**src/rtl/fb_muldiv_if.sv**
```systemverilog
// fb_muldiv_if: request/response bundle between the EX stage and the
// iterative RV32M multiply/divide unit.
//   start  : request, sampled only while the unit is idle
//   md_op  : one-hot op select {mul, mulh, mulhsu, mulhu, div, divu, rem, remu}
//   op1/op2: rs1/rs2 values
//   flush  : pipeline flush, aborts the op in flight
//   busy   : op accepted and still iterating (pipeline hold)
//   done   : one-cycle pulse, result valid
//   result : op result, held until the next accepted start
interface fb_muldiv_if #(
   parameter int XLEN = 32
);
   logic            start;
   logic [7:0]      md_op;
   logic [XLEN-1:0] op1;
   logic [XLEN-1:0] op2;
   logic            flush;
   logic            busy;
   logic            done;
   logic [XLEN-1:0] result;

   modport master (
      output start, md_op, op1, op2, flush,
      input  busy, done, result
   );

   modport slave (
      input  start, md_op, op1, op2, flush,
      output busy, done, result
   );
endinterface

```
**src/rtl/fb_muldiv.sv**
```systemverilog
// fb_muldiv: iterative RV32M multiply/divide unit.
// One shared 64-bit accumulator performs either a shift-add multiply or a
// restoring divide on operand magnitudes, one radix-2 step per cycle, and
// the sign is fixed up at the end.
// Ports:
//   clk   : clock
//   rst_n : asynchronous active-low reset
//   bus   : fb_muldiv_if slave (start/md_op/op1/op2/flush in, busy/done/result out)
module fb_muldiv #(
   parameter int XLEN = 32,
   parameter int ITER = 32
) (
   input  logic          clk,
   input  logic          rst_n,
   fb_muldiv_if.slave    bus
);

   typedef enum logic [1:0] {S_IDLE, S_CALC, S_FIN} state_t;
   typedef enum logic [2:0] {
      OP_MUL, OP_MULH, OP_MULHSU, OP_MULHU, OP_DIV, OP_DIVU, OP_REM, OP_REMU
   } op_t;

   localparam int              CW   = $clog2(ITER);
   localparam logic [XLEN-1:0] MIN  = {1'b1, {(XLEN-1){1'b0}}};
   localparam logic [XLEN-1:0] ONES = {XLEN{1'b1}};

   state_t            state_q, state_d;
   op_t               op_q, op_d;
   logic [2*XLEN-1:0] acc_q, acc_d;     // mul: {partial hi, multiplier}; div: {rem, quotient}
   logic [XLEN-1:0]   m_q, m_d;         // multiplicand or divisor magnitude
   logic              neg_q, neg_d;     // negate the final value
   logic [CW-1:0]     cnt_q, cnt_d;
   logic [XLEN-1:0]   result_q, result_d;

   // Request decode: highest set md_op bit wins.
   op_t             op_sel;
   logic            sel_div, s1, s2, neg1, neg2, div_zero, div_ovf;
   logic [XLEN-1:0] mag1, mag2;

   always_comb begin
      op_sel = OP_MUL;
      if      (bus.md_op[7]) op_sel = OP_MUL;
      else if (bus.md_op[6]) op_sel = OP_MULH;
      else if (bus.md_op[5]) op_sel = OP_MULHSU;
      else if (bus.md_op[4]) op_sel = OP_MULHU;
      else if (bus.md_op[3]) op_sel = OP_DIV;
      else if (bus.md_op[2]) op_sel = OP_DIVU;
      else if (bus.md_op[1]) op_sel = OP_REM;
      else                   op_sel = OP_REMU;

      sel_div  = op_sel inside {OP_DIV, OP_DIVU, OP_REM, OP_REMU};
      s1       = op_sel inside {OP_MUL, OP_MULH, OP_MULHSU, OP_DIV, OP_REM};
      s2       = op_sel inside {OP_MUL, OP_MULH, OP_DIV, OP_REM};
      neg1     = s1 & bus.op1[XLEN-1];
      neg2     = s2 & bus.op2[XLEN-1];
      mag1     = neg1 ? -bus.op1 : bus.op1;
      mag2     = neg2 ? -bus.op2 : bus.op2;
      div_zero = (bus.op2 == '0);
      div_ovf  = (op_sel inside {OP_DIV, OP_REM}) && (bus.op1 == MIN) && (bus.op2 == ONES);
   end

   // One radix-2 step of each algorithm.
   logic [XLEN:0]     mul_sum, div_cand;
   logic [XLEN-1:0]   div_diff, div_rem;
   logic              div_ge, is_mul_q;
   logic [2*XLEN-1:0] mul_next, div_next;

   always_comb begin
      is_mul_q = op_q inside {OP_MUL, OP_MULH, OP_MULHSU, OP_MULHU};
      mul_sum  = {1'b0, acc_q[2*XLEN-1:XLEN]} + {1'b0, (acc_q[0] ? m_q : {XLEN{1'b0}})};
      mul_next = {mul_sum, acc_q[XLEN-1:1]};
      // Shift in the next dividend bit; the partial remainder stays below
      // the divisor, so the 33-bit candidate is always under 2*divisor.
      div_cand = acc_q[2*XLEN-1:XLEN-1];
      div_ge   = (div_cand >= {1'b0, m_q});
      div_diff = div_cand[XLEN-1:0] - m_q;
      div_rem  = div_ge ? div_diff : div_cand[XLEN-1:0];
      div_next = {div_rem, acc_q[XLEN-2:0], div_ge};
   end

   // Sign correction and result selection from the finished accumulator.
   logic [2*XLEN-1:0] prod_fix;
   logic [XLEN-1:0]   quo_fix, rem_fix, fin_val;

   always_comb begin
      prod_fix = neg_q ? -acc_q : acc_q;
      quo_fix  = neg_q ? -acc_q[XLEN-1:0] : acc_q[XLEN-1:0];
      rem_fix  = neg_q ? -acc_q[2*XLEN-1:XLEN] : acc_q[2*XLEN-1:XLEN];
      case (op_q)
         OP_MUL:                       fin_val = prod_fix[XLEN-1:0];
         OP_MULH, OP_MULHSU, OP_MULHU: fin_val = prod_fix[2*XLEN-1:XLEN];
         OP_DIV, OP_DIVU:              fin_val = quo_fix;
         default:                      fin_val = rem_fix;
      endcase
   end

   always_comb begin
      state_d  = state_q;
      op_d     = op_q;
      acc_d    = acc_q;
      m_d      = m_q;
      neg_d    = neg_q;
      cnt_d    = cnt_q;
      result_d = result_q;

      case (state_q)
         S_IDLE: begin
            if (!bus.flush && bus.start && (bus.md_op != 8'h00)) begin
               op_d  = op_sel;
               cnt_d = '0;
               if (sel_div && div_zero) begin
                  // Preload the architectural answer and skip CALC.
                  acc_d   = {bus.op1, ONES};
                  m_d     = '0;
                  neg_d   = 1'b0;
                  state_d = S_FIN;
               end else if (div_ovf) begin
                  acc_d   = {{XLEN{1'b0}}, MIN};
                  m_d     = '0;
                  neg_d   = 1'b0;
                  state_d = S_FIN;
               end else if (!sel_div) begin
                  acc_d   = {{XLEN{1'b0}}, mag2};
                  m_d     = mag1;
                  neg_d   = neg1 ^ neg2;
                  state_d = S_CALC;
               end else begin
                  acc_d   = {{XLEN{1'b0}}, mag1};
                  m_d     = mag2;
                  // Remainder follows the dividend; quotient the XOR.
                  neg_d   = (op_sel inside {OP_REM, OP_REMU}) ? neg1 : (neg1 ^ neg2);
                  state_d = S_CALC;
               end
            end
         end
         S_CALC: begin
            if (bus.flush) begin
               state_d = S_IDLE;
            end else begin
               acc_d = is_mul_q ? mul_next : div_next;
               if (cnt_q == CW'(ITER - 1)) state_d = S_FIN;
               else                        cnt_d   = cnt_q + 1'b1;
            end
         end
         S_FIN: begin
            state_d = S_IDLE;
            if (!bus.flush) result_d = fin_val;
         end
         default: state_d = S_IDLE;
      endcase
   end

   always_ff @(posedge clk or negedge rst_n) begin
      if (!rst_n) begin
         state_q  <= S_IDLE;
         op_q     <= OP_MUL;
         acc_q    <= '0;
         m_q      <= '0;
         neg_q    <= 1'b0;
         cnt_q    <= '0;
         result_q <= '0;
      end else begin
         state_q  <= state_d;
         op_q     <= op_d;
         acc_q    <= acc_d;
         m_q      <= m_d;
         neg_q    <= neg_d;
         cnt_q    <= cnt_d;
         result_q <= result_d;
      end
   end

   // The result is presented combinationally in the FIN cycle so it lines up
   // with done; a flush in that cycle suppresses both.
   assign bus.busy   = (state_q == S_CALC);
   assign bus.done   = (state_q == S_FIN) && !bus.flush;
   assign bus.result = bus.done ? fin_val : result_q;

endmodule
```
**src/flat_wrapper.sv**
```systemverilog
// flat-port wrapper written by rule: the top's interface ports become plain ports
module fb_muldiv_flat 
#(
   parameter int XLEN = 32,
   parameter int ITER = 32
)
  (clk, rst_n, bus_start, bus_md_op, bus_op1, bus_op2, bus_flush, bus_busy, bus_done, bus_result);
  fb_muldiv_if #(.XLEN(XLEN)) bus_i ();
  input  logic clk;
  input  logic rst_n;
  input wire logic [$bits(bus_i.start)-1:0] bus_start;
  input wire logic [$bits(bus_i.md_op)-1:0] bus_md_op;
  input wire logic [$bits(bus_i.op1)-1:0] bus_op1;
  input wire logic [$bits(bus_i.op2)-1:0] bus_op2;
  input wire logic [$bits(bus_i.flush)-1:0] bus_flush;
  output wire logic [$bits(bus_i.busy)-1:0] bus_busy;
  output wire logic [$bits(bus_i.done)-1:0] bus_done;
  output wire logic [$bits(bus_i.result)-1:0] bus_result;
  assign bus_i.start = bus_start;
  assign bus_i.md_op = bus_md_op;
  assign bus_i.op1 = bus_op1;
  assign bus_i.op2 = bus_op2;
  assign bus_i.flush = bus_flush;
  assign bus_busy = bus_i.busy;
  assign bus_done = bus_i.done;
  assign bus_result = bus_i.result;
  fb_muldiv #(.XLEN(XLEN), .ITER(ITER)) u_core (.clk(clk), .rst_n(rst_n), .bus(bus_i));
endmodule
```
**config.mk**
```make
export PLATFORM = sky130hd
export DESIGN_NAME = fb_muldiv_flat
export DESIGN_NICKNAME = d
export VERILOG_FILES = /design/src/rtl/fb_muldiv_if.sv /design/src/rtl/fb_muldiv.sv /design/src/flat_wrapper.sv
export SDC_FILE = /design/constraint.sdc
export NUM_CORES = 1
export LEC_CHECK = 0
export CAP_MARGIN = 20
export CORE_MARGIN = 3
export CORE_UTILIZATION = 30
export CTS_CLUSTER_DIAMETER = 80
export CTS_CLUSTER_SIZE = 25
export DETAILED_ROUTE_END_ITERATION = 6
export GPL_TIMING_DRIVEN = 1
export PLACE_DENSITY_LB_ADDON = 0.25
export SLEW_MARGIN = 25
export SYNTH_ARGS = -nofsm -noshare
export SYNTH_HDL_FRONTEND = slang
export SYNTH_SLANG_ARGS = --single-unit
```
**constraint.sdc**
```tcl
create_clock -name clk -period 3.6 [get_ports clk]
set_input_delay 0.36 -clock clk [delete_from_list [all_inputs] [get_ports clk]]
set_output_delay 0.36 -clock clk [all_outputs]
set_load 0.05 [all_outputs]
```
==> results_dict.tcl, run 1 <==
set metrics [dict create \
    status "complete, but fails checks" \
    failed_checks "setup timing" \
    ir_worst_vdd_uv 439 \
    synth_flop_cell "dfrtp_1" \
    detail_route.wl_per_cell_um 23.3 \
    finalCriticalPeriod_ns 3.77 \
    fp.dieArea_mm2 0.0515 \
    p_clk_frac 0.101 \
    startpoint_type "flip-flop" \
    end_kind "output pin" \
    netlist_instances 2008 \
    first_iter_violations 1776 \
    period_share 1.05 \
    antenna_left 0 \
    postCtsHoldBufs 0 \
    worst_ep_required_time_ns 3.24 \
    slowest_stage "or4_4" \
    synth_edf_count 0 \
    clk_pin_slew_ns 0.07 \
    rrSetupSlack_ns 0.20 \
    multi_input_area_mm2 0.0108 \
    p_comb_frac 0.747 \
    p_int_mw 8.99 \
    row_count 80 \
    via_count 16400 \
    die_h_um 227 \
    place_area_mm2 0.0176 \
    p_leak_nw 7.75 \
    fin_skew_ns 0.0175 \
    tightest_slew_ns 0.916 \
    wirelength_um 65500 \
    swShare 0.532 \
    synth_fa_ha_area_frac 0.0635 \
    seqPwrFrac 0.152 \
    synth_area_mm2 0.0146 \
    worstSetupPathType "reg2out" \
    cts_max_level 4 \
    grt-ovfl-total 0 \
    grt_start_max_net_pins 85 \
    yosysWarnings 0 \
    yosysUniqueCellTypes 74 \
    finalMaxSlewViolations 0 \
    grt_pass1_vias 15600 \
    netSwitchingPower_mw 10.2 \
    layout_setup_ws_ns -0.172 \
    place.gp.congestion 0.978 \
    firstDrtPassIters 6 \
    async_flop_share 1.00 \
    setup_violations 28 \
    crit_fanout 5 \
    ys_seq_elements 139 \
    cts_inserted_buffers 17 \
    core_area_mm2 0.0479 \
    synth_top_family_by_area "compound AO/OA/AOI/OAI gates" \
    dp_hpwl_um 51300 \
    die_x_um 227 \
    muxShareOfSynthArea 0.0239 \
    ys_seq_area_frac 0.238 \
    drc 0 \
    antenna_found_initial 0 \
    routed_via_density 5.84 \
    synth-simple-area-share 0.215 \
    clk_path_buf_depth 2 \
    final_cell_area_mm2 0.0188 \
    portBuffers 109 \
    worstPathCellList "or4_4 > or4_4 > nor4_4 > buf_4 > nand2_4 > o21a_1 > nor2_2 > xnor2_1 > a21oi_1 > o21ai_2 > buf_12" \
    final_nets 2328 \
    cp.arrival_ns 3.41 \
    ios 110 \
    rsz0062_at_grt "true" \
    synth_fp_nets 2157 \
    crit_path_max_incr_delay_ns 0.55 \
    drive_gt1_frac 0.169 \
    worst-r2r-cell-count 12 \
    r2r-start "u_core.acc_q[41]" \
    finalPower_mw 19.2 \
    diodes 0 \
    final-seq-area_mm2 0.00348 \
    root_buffer "clkbuf_16" \
    whs_ns 0.00139 \
    critPathMostFrequentCell "or4_4" \
    clock-sinks 139 \
    synth_area_per_cell_um2 7.29 \
    fillCellCount 4939 \
    cts_tree "done" \
    fmax_mhz 265 \
    maxCapViolCount 0 \
    grt_pass1_wl_um 97700 \
    place_inst 2759 \
    hold_viol 0 \
    initial_core_util 0.305 \
    r2r-end "u_core.acc_q[51]" \
    p_per_area_mw_per_mm2 1020 \
    syn_to_final_growth_pct 28.5 \
    clk_latency_ns 0.46 \
    slew-limit-headroom 0.389 \
    synth-xor-area-share 0.103 \
    synth_compound_area_frac 0.299 \
    layoutNonFillerInstCount 2807 \
    grtUsageTotal 0.253 \
    hp-class "in2async" \
]
-- metal layers --
| metal | vias up | wire length (µm) | global-route usage |
|---|---|---|---|
| li1 | 7675 | - | - |
| met1 | 7855 | 29200 | 0.352 |
| met2 | 716 | 28000 | 0.376 |
| met3 | 145 | 4660 | 0.0427 |
| met4 | 0 | 3640 | 0.128 |
| met5 | - | 0 | 0 |
-- what timing repair did --
item,in CTS,in global routing
setup endpoints to repair,31,37
cloned,0,0
buffers inserted,6,10
pin swaps,17,23
resized for setup,63,35
-- power by group through the flow --
stage	sequential [mW]	combinational, mW	clock, mW
floorplan	2.74	8.43	0
global placement	2.90	13.4	0
detailed placement	2.92	13.4	0
CTS	2.89	13.9	1.98
global route	2.99	15.4	2.04
finish	2.92	14.4	1.95
-- Yosys cell counts (30+ instances only) --
master,n,area (µm²)
ha_1,71,888
o211ai_1,32,240
clkbuf_1,122,458
mux2i_1,35,350
a21oi_1,241,1210
nor3_1,42,210
o31ai_1,32,240
o21ai_0,160,801
a221oi_1,30,263
nand4_1,41,257
dfrtp_1,139,3480
xor2_1,69,604
nand2_1,228,856
nand3_1,32,160
nor2_1,169,634
xnor2_1,103,902
a211oi_1,35,263
inv_1,68,255
-- worst max path at each step --
| stage | start | to | slack (ns) | cells after the start |
|---|---|---|---|---|
| after global routing | u_core.acc_q[28] | bus_result[31] | -0.31 | 11 |
| after floorplan | u_core.acc_q[0] | bus_result[12] | -0.03 | 12 |
| after detailed placement | bus_op2[1] | u_core.acc_q[14] | -0.05 | 11 |
| after CTS | u_core.acc_q[28] | bus_result[31] | -0.16 | 11 |
| final | u_core.acc_q[28] | bus_result[31] | -0.17 | 11 |
| after global placement | bus_op2[1] | u_core.acc_q[14] | 0.02 | 11 |
-- final cells by class --
type                    count  area share
clock buffers              20      0.0243
inverters                  68      0.0136
repair buffers            303       0.155
well taps                 615      0.0409
multi-input cells        1650       0.572
clock inverters            12     0.00859
flip-flops and latches    139       0.185
-- per-stage QoR --
| step | TNS, ns | worst slack, ns | utilization |
|---|---|---|---|
| after floorplan | -0.0274 | -0.0274 | - |
| after global placement | 0 | 0.0226 | 0.368 |
| after detailed placement | -0.0479 | -0.0479 | 0.368 |
| after CTS | -1.24 | -0.157 | 0.387 |
| after global routing | -6.06 | -0.313 | 0.392 |
| final | -2.15 | -0.172 | 0.392 |
-- cells in the final DEF (no fill, tap or decap), types with 18 or more instances in the layout --
master	n
a21oi_1	230
nand2_1	224
buf_4	188
nor2_1	165
o21ai_0	144
dfrtp_1	134
xnor2_1	102
clkdlybuf4s50_1	75
ha_1	70
xor2_1	67
inv_1	66
nand4_1	41
nor3_1	38
mux2i_1	35
a211oi_1	34
buf_12	34
o211ai_1	32
o31ai_1	31
nand3_1	30
a221oi_1	29
a21o_1	28
or4_1	19
o21ai_2	19
a31oi_1	18
-- cell families (layout without fill, tap and decap cells) --
family / Yosys count / count (layout)
flops: 139 / 139
xor+xnor: 172 / 172
compound gates: 712 / 712
simple gates: 658 / 658
mux: 35 / 35
buf+inv: 219 / 403
fa+ha+maj: 73 / 73
-- worst max-delay path, delay by kind of cell, from the launching register on --
| family | cells | cell delay (ns) |
|---|---|---|
| buffers and inverters | 2 | 0.37 |
| AOI/OAI and AO/OA | 3 | 0.54 |
| DFF | 1 | 0.40 |
| and+or+nand+nor | 5 | 1.52 |
| xor gates and xnor gates | 1 | 0.12 |
-- registers in the layout (all words and copies together) (netlist names) --
| name | cells |
|---|---|
| u_core.result_q | 32 |
| u_core.acc_q | 64 |
| u_core.op_q | 3 |
| u_core.m_q | 32 |
| u_core.state_q | 2 |
| u_core.neg_q | 1 |
| u_core.cnt_q | 5 |
(Power assumes the default switching activity.)
==> run 2, diff against run 1 <==
--- a/config.mk
+++ b/config.mk
@@ -12,7 +12,7 @@
 export CTS_CLUSTER_SIZE = 25
 export DETAILED_ROUTE_END_ITERATION = 6
 export GPL_TIMING_DRIVEN = 1
-export PLACE_DENSITY_LB_ADDON = 0.25
+export PLACE_DENSITY = 0.56
 export SLEW_MARGIN = 25
 export SYNTH_ARGS = -nofsm -noshare
 export SYNTH_HDL_FRONTEND = slang
==> run 2 against run 1 <==
The run ends with hold timing, setup timing left. Fmax grew 1.1%. Critical path depth is the same. Power shrank 0.43%. Core utilization grew 0.063 points. Sequential power is essentially flat. Die area is the same. Non-clock buffer count grew 5. Routed wire length grew 0.28%. Hold slack lost 0.056 ns. Clock skew shrank 0.0045 ns. Count of clock-buffer cells in the layout grew 2. Critical endpoint is now bus_result[25]. Largest cell class unchanged. Highest routed layer is now met5.
==> results_dict.tcl, run 2 (synthesized netlist as in run 1, its figures left out) <==
set metrics [dict create \
    clk_latency_ns 0.46 \
    drc 0 \
    row_count 80 \
    antenna_found_initial 2 \
    routed_via_density 5.87 \
    grt_pass1_vias 15600 \
    firstDrtPassIters 6 \
    dp_hpwl_um 51300 \
    setup_violations 17 \
    p_int_mw 8.90 \
    p_leak_nw 7.78 \
    worst_ep_required_time_ns 3.24 \
    crit_fanout 4 \
    grtUsageTotal 0.249 \
    maxCapViolCount 0 \
    p_per_area_mw_per_mm2 1020 \
    startpoint_type "flip-flop" \
    worstSetupPathType "reg2out" \
    cp.arrival_ns 3.37 \
    postCtsHoldBufs 0 \
    clock-sinks 139 \
    regMostFlops "u_core.acc_q" \
    reg_top3 "u_core.acc_q (64), u_core.m_q (32), u_core.result_q (32)" \
    portBuffers 109 \
    die_x_um 227 \
    final_cell_mix "231 x a21oi_1, 222 x nand2_1, 195 x buf_4" \
    fp.dieArea_mm2 0.0515 \
    whs_ns -0.0548 \
    hold_viol 5 \
    ios 110 \
    detail_route.wl_per_cell_um 23.3 \
    tightest_slew_ns 1.02 \
    wirelength_um 65600 \
    p_comb_frac 0.757 \
    final_nets 2333 \
    rrSetupSlack_ns 0.16 \
    cts_max_level 4 \
    place.gp.congestion 0.981 \
    die_h_um 227 \
    first_iter_violations 1867 \
    ir_worst_vdd_uv 422 \
    netSwitchingPower_mw 10.2 \
    final_common_cell "a21oi_1" \
    cts_inserted_buffers 17 \
    grt_start_max_net_pins 101 \
    grt_use_met2 0.394 \
    swShare 0.535 \
    seqPwrFrac 0.153 \
    r2r-end "u_core.acc_q[41]" \
    rsz0062_at_grt "true" \
    slew-limit-headroom 0.320 \
    core_area_mm2 0.0479 \
    grt-ovfl-total 0 \
    via_count 16500 \
    met3_usage 0.0342 \
    root_buffer "clkbuf_16" \
    use_met1 0.346 \
    fmax_mhz 268 \
    cts_tree "done" \
    clk_path_buf_depth 2 \
    status "complete, but fails checks" \
    finalMaxSlewViolations 0 \
    finalCriticalPeriod_ns 3.73 \
    busiest_layer "met2" \
    worst-r2r-cell-count 10 \
    failed_checks "hold timing, setup timing" \
    p_clk_frac 0.090 \
    antenna_left 0 \
    layout_setup_ws_ns -0.132 \
    largest_register_ffs 64 \
    hp-class "in2async" \
    end_kind "output pin" \
    period_share 1.04 \
    syn_to_final_growth_pct 28.7 \
    fin_skew_ns 0.0130 \
    grt_pass1_wl_um 97100 \
    finalPower_mw 19.1 \
    r2r-start "u_core.acc_q[41]" \
    drive_gt1_frac 0.173 \
    fin_util 0.393 \
    initial_core_util 0.305 \
    clk_pin_slew_ns 0.06 \
]
run 2: layer usage:
metal	part of all wire	wire (µm)	up-vias
li1	-	-	7683
met5	0.00020	13	-
met3	0.066	4350	112
met4	0.044	2880	2
met1	0.45	29300	8010
met2	0.44	29100	692
run 2: critical path, cell delays in order, from the launching register on:
cell,delay [ns]
dfrtp_1,0.39
or4_4,0.55
or4_4,0.48
nor4_4,0.29
buf_4,0.18
nand2_4,0.07
o21ai_4,0.17
nand2_2,0.08
xor2_1,0.16
a21oi_2,0.26
o21ai_2,0.12
buf_12,0.17
run 2: stage by stage:
step                      instances  setup TNS (ns)  cell area, µm²  setup slack (ns)
after floorplan                2008         -0.0274           14600           -0.0274
after global placement         2762          -0.141           17600            -0.141
after detailed placement       2762          -0.141           17600            -0.141
after CTS                      2796          -0.977           18400            -0.142
after global routing           2811           -4.03           18800            -0.233
final                          2813          -0.862           18800            -0.132
run 2: timing repair:
| action | CTS | global route |
|---|---|---|
| setup buffers | 3 | 15 |
| setup endpoints to repair | 31 | 38 |
| pin swaps | 18 | 39 |
| resized for setup | 56 | 59 |
run 2: layout make-up:
type,count,area (µm²)
Antenna cell,2,5.00
Clock buffer,22,454
Clock inverter,9,90.1
Fill cell,4931,29100
Inverter,68,255
Multi-Input combinational cell,1650,10800
Sequential cell,139,3480
Tap cell,615,769
Timing Repair Buffer,308,2930
run 2: worst max path at each step:
stage | startpoint | endpoint | slack [ns] | cells after the start
detailed placement | bus_op2[0] | u_core.acc_q[14] | -0.14 | 11
global route | u_core.acc_q[28] | bus_result[31] | -0.23 | 11
global placement | bus_op2[0] | u_core.acc_q[14] | -0.14 | 11
CTS | u_core.acc_q[28] | bus_result[31] | -0.14 | 11
floorplan | u_core.acc_q[0] | bus_result[12] | -0.03 | 12
finish | u_core.acc_q[28] | bus_result[25] | -0.13 | 11
run 2: power by group through the flow:
stage | clock network, mW | registers, mW | logic, mW
after CTS | 1.75 | 2.88 | 13.8
final | 1.73 | 2.92 | 14.5
after global routing | 1.81 | 3.00 | 15.5
after global placement | 0 | 2.86 | 13.5
after floorplan | 0 | 2.74 | 8.43
after detailed placement | 0 | 2.88 | 13.5
==> run 3, diff against run 2 <==
--- a/config.mk
+++ b/config.mk
@@ -13,6 +13,7 @@
 export DETAILED_ROUTE_END_ITERATION = 6
 export GPL_TIMING_DRIVEN = 1
 export PLACE_DENSITY = 0.56
+export SETUP_SLACK_MARGIN = 0.1
 export SLEW_MARGIN = 25
 export SYNTH_ARGS = -nofsm -noshare
 export SYNTH_HDL_FRONTEND = slang
==> run 3 against run 2 <==
The flow finishes with violations (setup timing). Fmax is 0.47% higher. Die area did not move. Non-clock buffer count grew 24. Final cell count up 0.82%. Flip-flop and latch count unchanged. Critical path depth unchanged. Critical path type unchanged. Via count rose by 0.20%. Register-to-register slack better by 0.05 ns. Final area rose by 0.93%. Power increased by 1.7%. Worst setup slack improved by 0.017 ns.
==> results_dict.tcl, run 3 (synthesized netlist as in run 1, its figures left out) <==
set metrics [dict create \
    regMostFlops "u_core.acc_q" \
    routed_via_density 5.83 \
    grt_pass1_vias 15600 \
    grt-ovfl-total 0 \
    finalPower_mw 19.5 \
    grtUsageTotal 0.249 \
    finalCriticalPeriod_ns 3.71 \
    p_leak_nw 7.87 \
    final-seq-area_mm2 0.00348 \
    cts_tree "done" \
    hp-class "reg2reg" \
    critPathCapture "bus_result[26]" \
    r2r-end "u_core.acc_q[61]" \
    p_comb_frac 0.760 \
    worst_ep_required_time_ns 3.24 \
    portBuffers 109 \
    ir_worst_vdd_uv 431 \
    p_per_area_mw_per_mm2 1030 \
    largest_register_ffs 64 \
    place_area_mm2 0.0178 \
    finalMaxSlewViolations 0 \
    failed_checks "setup timing" \
    slowest_stage "or4_4" \
    row_count 80 \
    rsz0062_at_grt "true" \
    wirelength_um 65300 \
    via_count 16500 \
    antenna_found_initial 0 \
    worst-r2r-cell-count 14 \
    detail_route.wl_per_cell_um 23.0 \
    crit_path_max_incr_delay_ns 0.55 \
    fillCellCount 4853 \
    fin_util 0.396 \
    grt_start_max_net_pins 75 \
    die_x_um 227 \
    drc 0 \
    final_cell_mix "230 x a21oi_1, 223 x nand2_1, 219 x buf_4" \
    crit_path_start "u_core.acc_q[4]" \
    layout_setup_ws_ns -0.115 \
    antenna_left 0 \
    worstSetupPathType "reg2out" \
    period_share 1.03 \
    dp_hpwl_um 51400 \
    firstDrtPassIters 6 \
    fmax_mhz 269 \
    r2r-start "u_core.acc_q[0]" \
    fp.dieArea_mm2 0.0515 \
    end_kind "output pin" \
    clk_latency_ns 0.46 \
    p_clk_frac 0.091 \
    syn_to_final_growth_pct 29.9 \
    preCtsSetupSlack_ns -0.0481 \
    clk_path_buf_depth 2 \
    cts_inserted_buffers 17 \
    die_h_um 227 \
    reg_top3 "u_core.acc_q (64), u_core.m_q (32), u_core.result_q (32)" \
    final_nets 2357 \
    ios 110 \
    final_cell_area_mm2 0.0190 \
    swShare 0.539 \
    critPathMostFrequentCell "buf_4" \
    initial_core_util 0.305 \
    root_buffer "clkbuf_16" \
    setup_violations 21 \
    fin_skew_ns 0.0140 \
    clk_pin_slew_ns 0.07 \
    netSwitchingPower_mw 10.5 \
    final_common_cell "a21oi_1" \
    rrSetupSlack_ns 0.21 \
    hold_viol 0 \
    p_int_mw 8.98 \
    multi_input_area_mm2 0.0108 \
    crit_fanout 4 \
    maxCapViolCount 0 \
    worstPathCellList "or4_4 > or3_4 > nor4_4 > buf_4 > buf_4 > nand2_4 > o21ai_4 > and3_1 > o21ai_1 > a31oi_2 > buf_12" \
    tightest_slew_ns 0.872 \
    startpoint_type "flip-flop" \
    cts_max_level 4 \
    cp.arrival_ns 3.35 \
    place.gp.congestion 0.995 \
    drive_gt1_frac 0.180 \
    core_area_mm2 0.0479 \
    diodes 0 \
    first_iter_violations 1840 \
    grt_pass1_wl_um 96800 \
    hold_start "u_core.state_q[1]" \
    seqPwrFrac 0.149 \
    status "complete, but fails checks" \
    slew-limit-headroom 0.418 \
    clock-sinks 139 \
]
[run 3: power groups by stage]
stage / registers [mW] / clock network [mW] / logic [mW]
CTS: 2.87 / 1.78 / 14.3
finish: 2.90 / 1.77 / 14.8
floorplan: 2.74 / 0 / 8.48
detailed placement: 2.87 / 0 / 13.8
global placement: 2.86 / 0 / 13.8
global route: 2.97 / 1.86 / 15.8
[run 3: layer usage]
layer	track usage	up-vias	wire [µm]	part of all wire
li1	-	7730	-	-
met1	0.345	7901	29100	0.45
met2	0.382	778	28500	0.44
met3	0.0436	123	4940	0.076
met4	0.101	0	2760	0.042
met5	0	-	0	0
[run 3: how the worst min path moves through the flow]
stage                        end  depth (start not counted)
4_1_cts        u_core.state_q[1]                          1
2_1_floorplan    u_core.acc_q[0]                          0
5_1_grt        u_core.state_q[1]                          1
6_report       u_core.state_q[1]                          1
3_3_place_gp    u_core.acc_q[45]                          1
3_5_place_dp    u_core.acc_q[45]                          1
[run 3: worst max-delay path: cells and delay by family, from the launching register on]
| family | cells | cell delay (ns) |
|---|---|---|
| flip-flops | 1 | 0.38 |
| buffers and inverters | 3 | 0.50 |
| AO/OA/AOI/OAI | 3 | 0.55 |
| AND/OR/NAND/NOR | 5 | 1.48 |
[run 3: stage by stage]
stage,TNS [ns],std cells,hold WS (ns)
6_report,-1.24,2836,0.477
3_5_place_dp,-0.0481,2773,0.462
5_1_grt,-5.14,2836,0.501
2_1_floorplan,-0.0274,2008,0.0644
3_3_place_gp,-0.0168,2773,0.456
4_1_cts,-1.61,2823,0.472
[run 3: layout make-up]
type                       count  area share
clock inverter                15     0.00724
inverter                      68      0.0134
clock buffer                  17      0.0224
multi-input combinational   1650       0.570
timing repair buffer         332       0.163
tap                          615      0.0405
sequential                   139       0.183
[run 3: repair_timing]
item | in CTS | in global routing
buffers inserted | 17 | 13
endpoints found under the setup margin | 32 | 57
hold buffers | 1 | 0
pin swaps | 40 | 20
gates resized for setup | 65 | 36
endpoints found under the hold margin | 33 | 0
